**config.mk**
```make
export PLATFORM = sky130hd
export DESIGN_NAME = game_ctrl_seq
export DESIGN_NICKNAME = d
export VERILOG_FILES = /design/src/rtl/game_ctrl_seq.sv
export SDC_FILE = /design/constraint.sdc
export NUM_CORES = 1
export LEC_CHECK = 0
export ABC_AREA = 1
export CORE_MARGIN = 5
export CORE_UTILIZATION = 53
export CTS_CLUSTER_DIAMETER = 40
export DETAILED_ROUTE_END_ITERATION = 8
export GPL_ROUTABILITY_DRIVEN = 0
export PLACE_DENSITY = 0.78
export RECOVER_POWER = 50
export SYNTH_ARGS = -nofsm -noshare
export SYNTH_HDL_FRONTEND = slang
export SYNTH_SLANG_ARGS = --single-unit
```
**constraint.sdc**
```tcl
create_clock -name clk -period 1.8 [get_ports clk]
set_clock_uncertainty 0.05 [all_clocks]
set_input_delay 0.36 -clock clk [delete_from_list [all_inputs] [get_ports clk]]
set_output_delay 0.36 -clock clk [all_outputs]
set_load 0.02 [all_outputs]
```
**src/rtl/game_ctrl_seq.sv**
```systemverilog
// Top-level sequencer for the cellular-automaton core: edge-detects controls and walks CLEAR/IDLE/SEED/RUN/PAUSE.
// Optional single-step in PAUSE is enabled by defining GAME_STEP_MODE_EN.
module game_ctrl_seq #(
  parameter int TICK_DIV   = 25_000_000,
  parameter int RND_CYCLES = 64,
  parameter int CLR_CYCLES = 4,
  parameter int GEN_W      = 16
) (
  input  logic             clk,
  input  logic             reset,
  input  logic             start,
  input  logic             randomize,
  input  logic             stop,
  input  logic             clear,
`ifdef GAME_STEP_MODE_EN
  input  logic             step,
`endif
  output logic             clear_o,
  output logic             rnd_o,
  output logic             run_o,
  output logic             gen_tick_o,
  output logic [GEN_W-1:0] gen_count_o,
  output logic [2:0]       state_o
);
  localparam logic [2:0] S_CLEAR = 3'd0, S_IDLE = 3'd1, S_SEED = 3'd2,
                         S_RUN = 3'd3, S_PAUSE = 3'd4;
  localparam int CMAX = (RND_CYCLES > CLR_CYCLES) ? RND_CYCLES : CLR_CYCLES;
  localparam int CW   = $clog2(CMAX + 1);
  localparam int DW   = $clog2(TICK_DIV);

  logic [2:0]       state, nxt;
  logic [CW-1:0]    cnt;
  logic [DW-1:0]    div;
  logic [GEN_W-1:0] gen;
  logic [4:0]       btn, btn_q, rise;
  logic             armed, step_pend, step_i;
  logic             start_r, rnd_r, stop_r, clr_r, step_r;
  logic             tick_run, step_go;

`ifdef GAME_STEP_MODE_EN
  assign step_i = step;
`else
  assign step_i = 1'b0;
`endif

  // armed stays low for the first edge after reset so levels already high then give no rise
  assign btn  = {step_i, clear, stop, randomize, start};
  assign rise = btn & ~btn_q & {5{armed}};
  assign {step_r, clr_r, stop_r, rnd_r, start_r} = rise;

  assign tick_run = (state == S_RUN) && (div == DW'(TICK_DIV - 1));
  assign step_go  = step_r && (state == S_PAUSE) && (nxt == S_PAUSE);

  always_ff @(posedge clk or posedge reset) begin
    if (reset) begin
      state     <= S_CLEAR;
      btn_q     <= '0;
      armed     <= 1'b0;
      step_pend <= 1'b0;
    end else begin
      state     <= nxt;
      btn_q     <= btn;
      armed     <= 1'b1;
      step_pend <= step_go;
    end
  end

  always_comb begin
    nxt = state;
    if (clr_r) nxt = S_CLEAR;
    else begin
      case (state)
        S_CLEAR: if (cnt == CW'(CLR_CYCLES - 1)) nxt = S_IDLE;
        S_IDLE:  if (rnd_r) nxt = S_SEED;
                 else if (start_r) nxt = S_RUN;
        S_SEED:  if (stop_r || cnt == CW'(RND_CYCLES - 1)) nxt = S_IDLE;
        S_RUN:   if (stop_r) nxt = S_PAUSE;
        S_PAUSE: if (stop_r) nxt = S_CLEAR;
                 else if (rnd_r) nxt = S_SEED;
                 else if (start_r) nxt = S_RUN;
        default: nxt = S_CLEAR;
      endcase
    end
  end

  always_ff @(posedge clk or posedge reset) begin
    if (reset) begin
      cnt <= '0;
      div <= '0;
      gen <= '0;
    end else begin
      if (nxt != state || clr_r) cnt <= '0;
      else if (state == S_CLEAR || state == S_SEED) cnt <= cnt + CW'(1);

      // leaving RUN keeps div so a resume continues the current generation period
      if (state == S_IDLE && nxt == S_RUN) div <= '0;
      else if (state == S_RUN && nxt == S_RUN) div <= tick_run ? '0 : div + DW'(1);
      else if (step_go) div <= '0;

      if (nxt == S_CLEAR || (nxt == S_SEED && state != S_SEED)) gen <= '0;
      else if (tick_run || step_go) gen <= gen + GEN_W'(1);
    end
  end

  always_comb begin
    clear_o     = (state == S_CLEAR);
    rnd_o       = (state == S_SEED);
    run_o       = (state == S_RUN);
    gen_tick_o  = tick_run | step_pend;
    gen_count_o = gen;
    state_o     = state;
  end
endmodule

```
Word-level counts from Yosys, hierarchy flattened
Cells that the tools add are included.

word-level totals
  input port bits = 6
  flip-flop bits (word level) = 57

cells by class
  mux-type cells = 16
  bitwise gates (word level) = 4
  reduce and logical (&&, ||, !) cells = 16
  add/subtract/negate cells = 3
  eq/ne operators = 12

operator list
  cell                                                                     count
  25-bit 2-to-1 mux                                                        4
  16-bit 2-to-1 mux                                                        2
  25-bit by 1-bit adder with 25-bit output, second input constant          1
  25-bit == test, second input constant                                    1
  3-bit 2-to-1 mux                                                         7
  16-bit by 1-bit adder with 16-bit output, second input constant          1
  3-bit case mux with 5 select lines                                       1
  7-bit 2-to-1 mux                                                         2
  3-bit by 2-bit == test with 1-bit output, second input constant          4
  7-bit by 1-bit adder with 7-bit output, second input constant            1
  7-bit by 2-bit == test with 1-bit output, second input constant          1
  7-bit by 6-bit == test with 1-bit output, second input constant          1
  3-bit == test, second input constant                                     2
  1-bit logical AND                                                        6
  3-bit zero test                                                          2
  4-bit by 5-bit bitwise AND with 5-bit output                             1
  5-bit bitwise AND                                                        1
  1-bit logical OR                                                         5
  4-bit NOT with 5-bit output                                              1
  2-bit nonzero test                                                       2
  3-bit by 1-bit == test with 1-bit output, second input constant          1
  3-bit by 2-bit inequality test with 1-bit output, second input constant  1
  3-bit inequality test                                                    1
  3-bit nonzero test                                                       1
  1-bit bitwise OR                                                         1

Longest topological paths before layout
Gate-level depths: netlist of the first run.

  depth in word-level cells = 13
  mapped depth = 14
  mapped depth without buffers = 13

Worst setup path before layout of the first run
OpenSTA, ideal clock, no wires.

  path kind = reg-to-reg
  start point = reg div[0]
  end point = reg div[11]
  slack = -205 ps
  data arrival time = 1,837 ps
  library setup time = 118 ps
  clock period less this slack = 2,005 ps
  stages on the path, launching flop included = 9
  required time = 1,632 ps
  path through = dfrtp_1 ha_1 nand2_2 nor2_4 nand2_4 nor3_2 nor2_1 nand3b_1 nand2_1

on the way
  word-level cells in the longest chain between the ends = 5
  elaborated cells between the ends (all ways) = 6
  classes of those cells = 1 x add/sub; 1 x eq/ne; 3 x mux; 1 x reduce/logical

RTL lines
  element                                                                                           RTL line  RTL
  from (decl)                                                                                       33        logic [DW-1:0] div;
  from (signal assigned)                                                                            97        else if (state == S_RUN && nxt == S_RUN) div <= tick_run ? '0 : div + DW'(1);
  parallel branches: the longest is 2 deep, another holds 25-bit by 1-bit adder with 25-bit output  --
  25-bit 2-to-1 mux * (2 in series)                                                                 97
  25-bit 2-to-1 mux *                                                                               96        if (state == S_IDLE && nxt == S_RUN) div <= '0;

Every way passes the cells marked *.
A chain may end at the register's enable or synchronous reset.

Final worst setup path of the first run
  start point = reg div[14]
  end point = out gen_tick_o

on the way
  word-level cells in the longest chain between the ends = 3

RTL lines
  element            RTL line  RTL
  25-bit == test     51        assign tick_run = (state == S_RUN) && (div == DW'(TICK_DIV - 1));
  1-bit logical AND  51
  1-bit bitwise OR   109       gen_tick_o = tick_run | step_pend;
  to (decl)          21        output logic gen_tick_o,

Every way passes these cells.

==> metrics.csv, run 1 <==
stage,metric,value,unit
outcome,status,"finished, violations left",
outcome,violations,negative setup slack,
layout,stdcell_area,0.005368,sq mm
detailed_routing,ant_nets,0,
floorplan,core,0.006794,sq mm
detailed_routing,vias,4320,
critical_path,r2r-end,gen_count_o[6],
detailed_routing,routedWlPerCell,17.36,um
critical_path,r2r_slack,-0.23,ns
cts,clock_sinks,56,
grt,grt_max_degree,57,
flow_run,cap_viol_max_count,0,
detailed_routing,wirelength,13030,um
sta,worstMarginPinSlew,0.8076,ns
cts,cts_tree,yes,
synthesis,synth_cells,526,
synthesis,yosysSeqAreaShare,37.71,%
grt,grt_overflow_total,0,
synthesis,syn_nets,535,
detailed_routing,drc,0,
cts,cts_root_buf,clkbuf_8,
floorplan,die_w,93.74,um
layout,multi_input_area,0.002361,sq mm
layout,final_common_cell,nand2_1,
power_and_ir_drop,p_comb_share,43.0,%
worst_hold_path,worstHoldPathCells,1,
sta,setup_viol,50,
synthesis,ys_types,32,
cts,path_clk_slew,0.12,ns
cts,cts_htree_levels,2,
synthesis,synthFlopType,dfrtp_1,
layout,nets,663,
sta,holdWs,0.4545,ns
detailed_routing,drt_iter0_drc,561,
sta,drv_slew,0,
critical_path,cp-start-kind,register,
layout,layout_common_cells,"nand2_1 (139), buf_4 (80), nor2_1 (55)",
power_and_ir_drop,p_per_area,733.9,mW/mm^2
power_and_ir_drop,power.switching,1494,uW
critical_path,crit_required,1.39,ns
power_and_ir_drop,ir_drop,0.4612,mV
grt,antenna_found_initial,0,
critical_path,critPathMaxFanout,2,
critical_path,r2r_cells,11,
placed_design,postPlaceCellArea,0.004618,sq mm
sta,period_needed,2.073,ns
sta,slew_headroom,46.16,%
floorplan,rows,30,
layout,area_growth,44.44,%
power_and_ir_drop,p_clk_share,22.5,%
cts,hold_buffers,0,
cts,clk_latency,0.34,ns
detailed_routing,via_per_inst,5.752,
grt,grt_pass1_wl,17570,um
floorplan,die_h,93.74,um
layout,register_area,0.001404,sq mm
synthesis,syn_area,0.003716,sq mm
power_and_ir_drop,p_sw_share,37.92,%
synthesis,syn_avg_cell_area,7.065,sq um
worst_hold_path,holdPathEnd,btn_q[1],
critical_path,r2r_start,div[12],
worst_hold_path,hold_path.class,in -> reg,
placed_design,dpl.hpwl,7018,um
layout,fin_cells,751,
cts,clockBufferDepth,2,
sta,fin_crit_sh,115.2,%
layout,drive_gt1_share,31.30,%
sta,fin_ws,-0.2732,ns
layout,fillers,417,
worst_hold_path,hold_start,randomize,
critical_path,cp.arrival,1.66,ns
sta,hold_viol,0,
floorplan,start_util,54.70,%
sta,max_freq,482.4,MHz
grt,grt_pass1_vias,3909,
grt,track_usage,24.76,%
placed_design,dpl.cell_count,711,
layout,n_antenna_cell,0,
synthesis,ys_seq_elements,56,
placed_design,port_buffers,28,
floorplan,io-pin-count,29,
power_and_ir_drop,power.leakage,0.002869,uW
synthesis,synth_edf_count,0,
synthesis,yosysWarningCount,0,
power_and_ir_drop,intPower,2446,uW
critical_path,endpoint_kind,output port,
power_and_ir_drop,pwr-share-seq,34.5,%
sta,rsz0062_at_grt,true,
synthesis,async_flop_share,100.0,%
detailed_routing,dr.pass1.iters,6,
critical_path,path_class,reg -> out,
floorplan,dieArea,0.008786,sq mm
cts,cts_buffers,5,
## registers in the layout (all words and copies together) (netlist names)
register and flops:
armed 1, btn_q 4, cnt 7, div 25, gen_count_o 16, state_o 3
## metrics by stage
| stage | total power (uW) | util, % | setup WS (ns) | TNS [ns] |
|---|---|---|---|---|
| 2_1_floorplan | 2047 | - | -0.06500 | -1.295 |
| 3_3_place_gp | 2473 | 67.97 | -0.2788 | -12.19 |
| 3_5_place_dp | 2504 | 67.97 | -0.3715 | -15.31 |
| 4_1_cts | 3397 | 70.76 | -0.1342 | -2.582 |
| 5_1_grt | 4096 | 79.01 | -0.2964 | -11.35 |
| 6_report | 3940 | 79.01 | -0.2732 | -7.390 |
## area by class of cell
cell class / instances / area share, %
Multi-Input combinational cell: 404 / 43.99
Sequential cell: 56 / 26.15
Timing Repair Buffer: 123 / 20.47
Inverter: 64 / 5.082
Tap cell: 96 / 2.238
Clock buffer: 6 / 1.352
Clock inverter: 2 / 0.7226
## Yosys cell counts, types with 3 or more instances
master	n	area, sq um
ha_1	3	37.54
or2_2	3	18.77
o21ai_0	3	15.01
nand2_2	3	18.77
inv_1	56	210.2
nand3_1	67	335.3
nor2_2	5	31.28
nand2_1	160	600.6
nand3b_1	13	97.59
nand4_1	12	75.07
nor2_4	4	45.04
inv_2	7	26.28
dfrtp_1	56	1401
buf_4	4	30.03
xor2_1	27	236.5
nand2_4	5	56.30
nor3_1	14	70.07
nor2_1	66	247.7
## how the worst max path moves through the flow
stage	startpoint	end	slack, ns	cells past startpoint
floorplan	state_o[0]	div[2]	-0.06	12
global placement	randomize	div[0]	-0.28	12
CTS	div[8]	gen_tick_o	-0.13	6
finish	div[14]	gen_tick_o	-0.27	7
global route	div[12]	gen_count_o[6]	-0.30	11
detailed placement	stop	div[12]	-0.37	10
## power groups by stage
stage               sequential [uW]  combinational, uW  clock (uW)
finish                         1360               1690         886
global placement               1370               1100           0
floorplan                      1430                620           0
CTS                            1350               1160         882
detailed placement             1380               1130           0
global route                   1370               1790         935
## per-layer routing
layer,vias to the layer above,track usage [%],wire length [um]
li1,1925,-,-
met1,2005,30.10,4773
met2,307,42.64,6259
met3,83,5.128,1304
met4,0,9.868,697
met5,-,0,0
## cells by family after synthesis
| group | after synthesis | synth area share, % |
|---|---|---|
| adders and majority gates | 3 | 1.010 |
| and+or+nand+nor | 357 | 44.88 |
| muxes | 1 | 0.2694 |
| other | 1 | 0.1009 |
| buffers and inverters | 72 | 8.081 |
| xor gates and xnor gates | 29 | 6.835 |
| DFF | 56 | 37.71 |
| AOI/OAI and AO/OA | 7 | 1.111 |
## what timing repair did
action                                  CTS  global route
endpoints found under the setup margin   62            56
setup buffers                             3            20
cloned                                    2             7
resized for setup                        47            84
endpoints found under the hold margin     0             0
pin swaps                                 6            31
## worst max-delay path, stage by stage (launching register included)
cell and delay (ns):
dfrtp_1 0.37, inv_1 0.09, nor2_2 0.17, nand2_1 0.09, nor2_1 0.13, nand3_1 0.13, nor3_4 0.20, buf_6 0.15
Power figures use the tool's default switching activity.
==> inputs of run 2 (changes only) <==
Settings changed: CORE_UTILIZATION 53 to 50, PLACE_DENSITY 0.78 to 0.75.
==> metrics.csv, run 2 (synthesized netlist as in run 1, its figures left out) <==
stage,metric,value,unit,change
critical_path,cp_cell_sequence,inv_2 -> nor2_4 -> nand2_2 -> nor2_2 -> nand3_2 -> nor3_4 -> buf_6,,
sta,rsz0062_at_grt,true,,
detailed_routing,wirelength,13210,um,+1.3%
layout,fillers,489,,+17%
floorplan,rows,31,,+3.3%
grt,grt_pass1_vias,3872,,-0.95%
sta,holdWs,0.3369,ns,-0.1176 ns
layout,area_growth,47.04,%,
layout,drive_gt1_share,33.74,%,+2.4 points
critical_path,path_class,reg -> out,,
cts,clk_latency,0.31,ns,-0.03 ns
layout,layout_common_cells,"nand2_1 (135), buf_4 (76), nor2_1 (54)",,
cts,cts_htree_levels,2,,unchanged
layout,register_area,0.001405,sq mm,about the same
sta,drv_slew,0,,unchanged
outcome,status,"finished, violations left",,
floorplan,io-pin-count,29,,unchanged
sta,slew_headroom,56.60,%,+10 points
critical_path,r2r_slack,-0.22,ns,about the same
placed_design,dp_slack,-0.3996,ns,-0.02809 ns
sta,max_freq,470.2,MHz,-2.5%
sta,period_needed,2.127,ns,+0.05346 ns
critical_path,critPathMaxFanout,2,,unchanged
layout,stdcell_area,0.005464,sq mm,+1.8%
sta,hold_viol,0,,unchanged
layout,top_register,div,,
critical_path,cp-start-kind,register,,
power_and_ir_drop,ir_drop,0.4093,mV,-11%
layout,multi_input_area,0.002461,sq mm,+4.2%
grt,track_usage,24.69,%,-0.072 points
detailed_routing,vias,4339,,+0.44%
floorplan,die_w,96.21,um,+2.6%
detailed_routing,ant_nets,0,,unchanged
placed_design,dpl.hpwl,7173,um,+2.2%
detailed_routing,via_per_inst,5.732,,-0.36%
power_and_ir_drop,p_per_area,690.1,mW/mm^2,-6.0%
critical_path,crit_required,1.39,ns,about the same
placed_design,postPlaceCellArea,0.004657,sq mm,+0.84%
grt,antenna_found_initial,0,,unchanged
layout,largest_reg_flops,25,,unchanged
detailed_routing,dr.pass1.iters,6,,unchanged
critical_path,endpoint_kind,output port,,
detailed_routing,routedWlPerCell,17.44,um,+0.51%
flow_run,cap_viol_max_count,0,,unchanged
power_and_ir_drop,power.leakage,0.002877,uW,+0.29%
detailed_routing,drc,0,,unchanged
layout,final_common_cell,nand2_1,,
sta,tns,-6.833,ns,+0.5569 ns
cts,path_clk_slew,0.10,ns,-0.02 ns
outcome,violations,negative setup slack,,
cts,cts_tree,yes,,
layout,n_antenna_cell,0,,unchanged
critical_path,cp.arrival,1.72,ns,+0.06 ns
worst_hold_path,hold_path.class,in -> reg,,
cts,clock_sinks,56,,unchanged
floorplan,die_h,96.21,um,+2.6%
layout,nets,666,,+0.45%
detailed_routing,drt_iter0_drc,503,,-10%
sta,fin_ws,-0.3266,ns,-0.05346 ns
floorplan,start_util,51.23,%,-3.5 points
cts,clockBufferDepth,2,,unchanged
grt,grt_overflow_total,0,,unchanged
cts,cts_root_buf,clkbuf_8,,
grt,grt_pass1_wl,17840,um,+1.5%
placed_design,port_buffers,28,,unchanged
floorplan,dieArea,0.009256,sq mm,+5.4%
critical_path,cpPeakStageDelay,0.39,ns,+0.02 ns
sta,worstMarginPinSlew,0.6511,ns,-0.1565 ns
sta,setup_viol,49,,-2.0%
sta,fin_crit_sh,118.1,%,+3.0 points
cts,cts_buffers,5,,unchanged
floorplan,core,0.007253,sq mm,+6.8%
cts,hold_buffers,0,,unchanged
critical_path,slowest_stage,dfrtp_1,,
grt,grt_max_degree,26,,-54%
==> run 2: cell count changes in the layout (fill, tap and decap cells not counted), moves of 4 or more <==
| cell | change |
|---|---|
| buf_4 | -4 |
| nand3_2 | +12 |
| nand3_1 | -11 |
| nand2_1 | -4 |
==> run 2: worst paths after layout <==
path | from | depth (start not counted) | end
worst max-delay path | div[14] | 7 | gen_tick_o
worst min-delay path | stop | 1 | btn_q[2]
worst max register to register | div[14] | 11 | div[12]
worst min register to register | div[22] | 2 | div[22]
max in group asynchronous | reset | 3 | div[2]
min in group asynchronous | reset | 2 | gen_count_o[6]
==> run 2: report_power, final <==
part           total [uW]  internal (uW)  leakage, uW  switching [uW]
Combinational        1720            700      0.00207            1020
Clock                 694            280    0.0000424             415
Sequential           1360           1320     0.000761            41.2
==> run 2: what timing repair did <==
action	in CTS	in global routing
pin swaps	13	36
gates cloned	7	4
gates resized for setup	71	88
setup buffers	12	9
setup endpoints to repair	62	59
==> run 2: layout make-up <==
class | instances | share of cell area, %
Clock buffer | 7 | 1.397
Clock inverter | 1 | 0.1603
Inverter | 64 | 4.855
Multi-Input combinational cell | 405 | 45.04
Sequential cell | 56 | 25.72
Tap cell | 99 | 2.267
Timing Repair Buffer | 124 | 20.47
Timing Repair inverter | 1 | 0.09160
==> run 2: per-stage QoR <==
stage	std cells	util [%]	power (uW)
global route	757	75.33	3960
floorplan	526	-	2047
finish	757	75.33	3771
CTS	744	70.14	3524
global placement	717	64.21	2487
detailed placement	717	64.21	2524
==> run 2: critical path, delay by kind of cell (launching register included) <==
kind	cells	cell delay [ns]
simple gates	5	0.78
buf+inv	2	0.23
flops	1	0.39
==> run 2: routing by layer <==
metal	global-route usage (%)	part of all wire [%]
met5	0	0
met4	10.31	6.4
met3	4.769	9.0
met2	40.89	48
met1	31.39	37
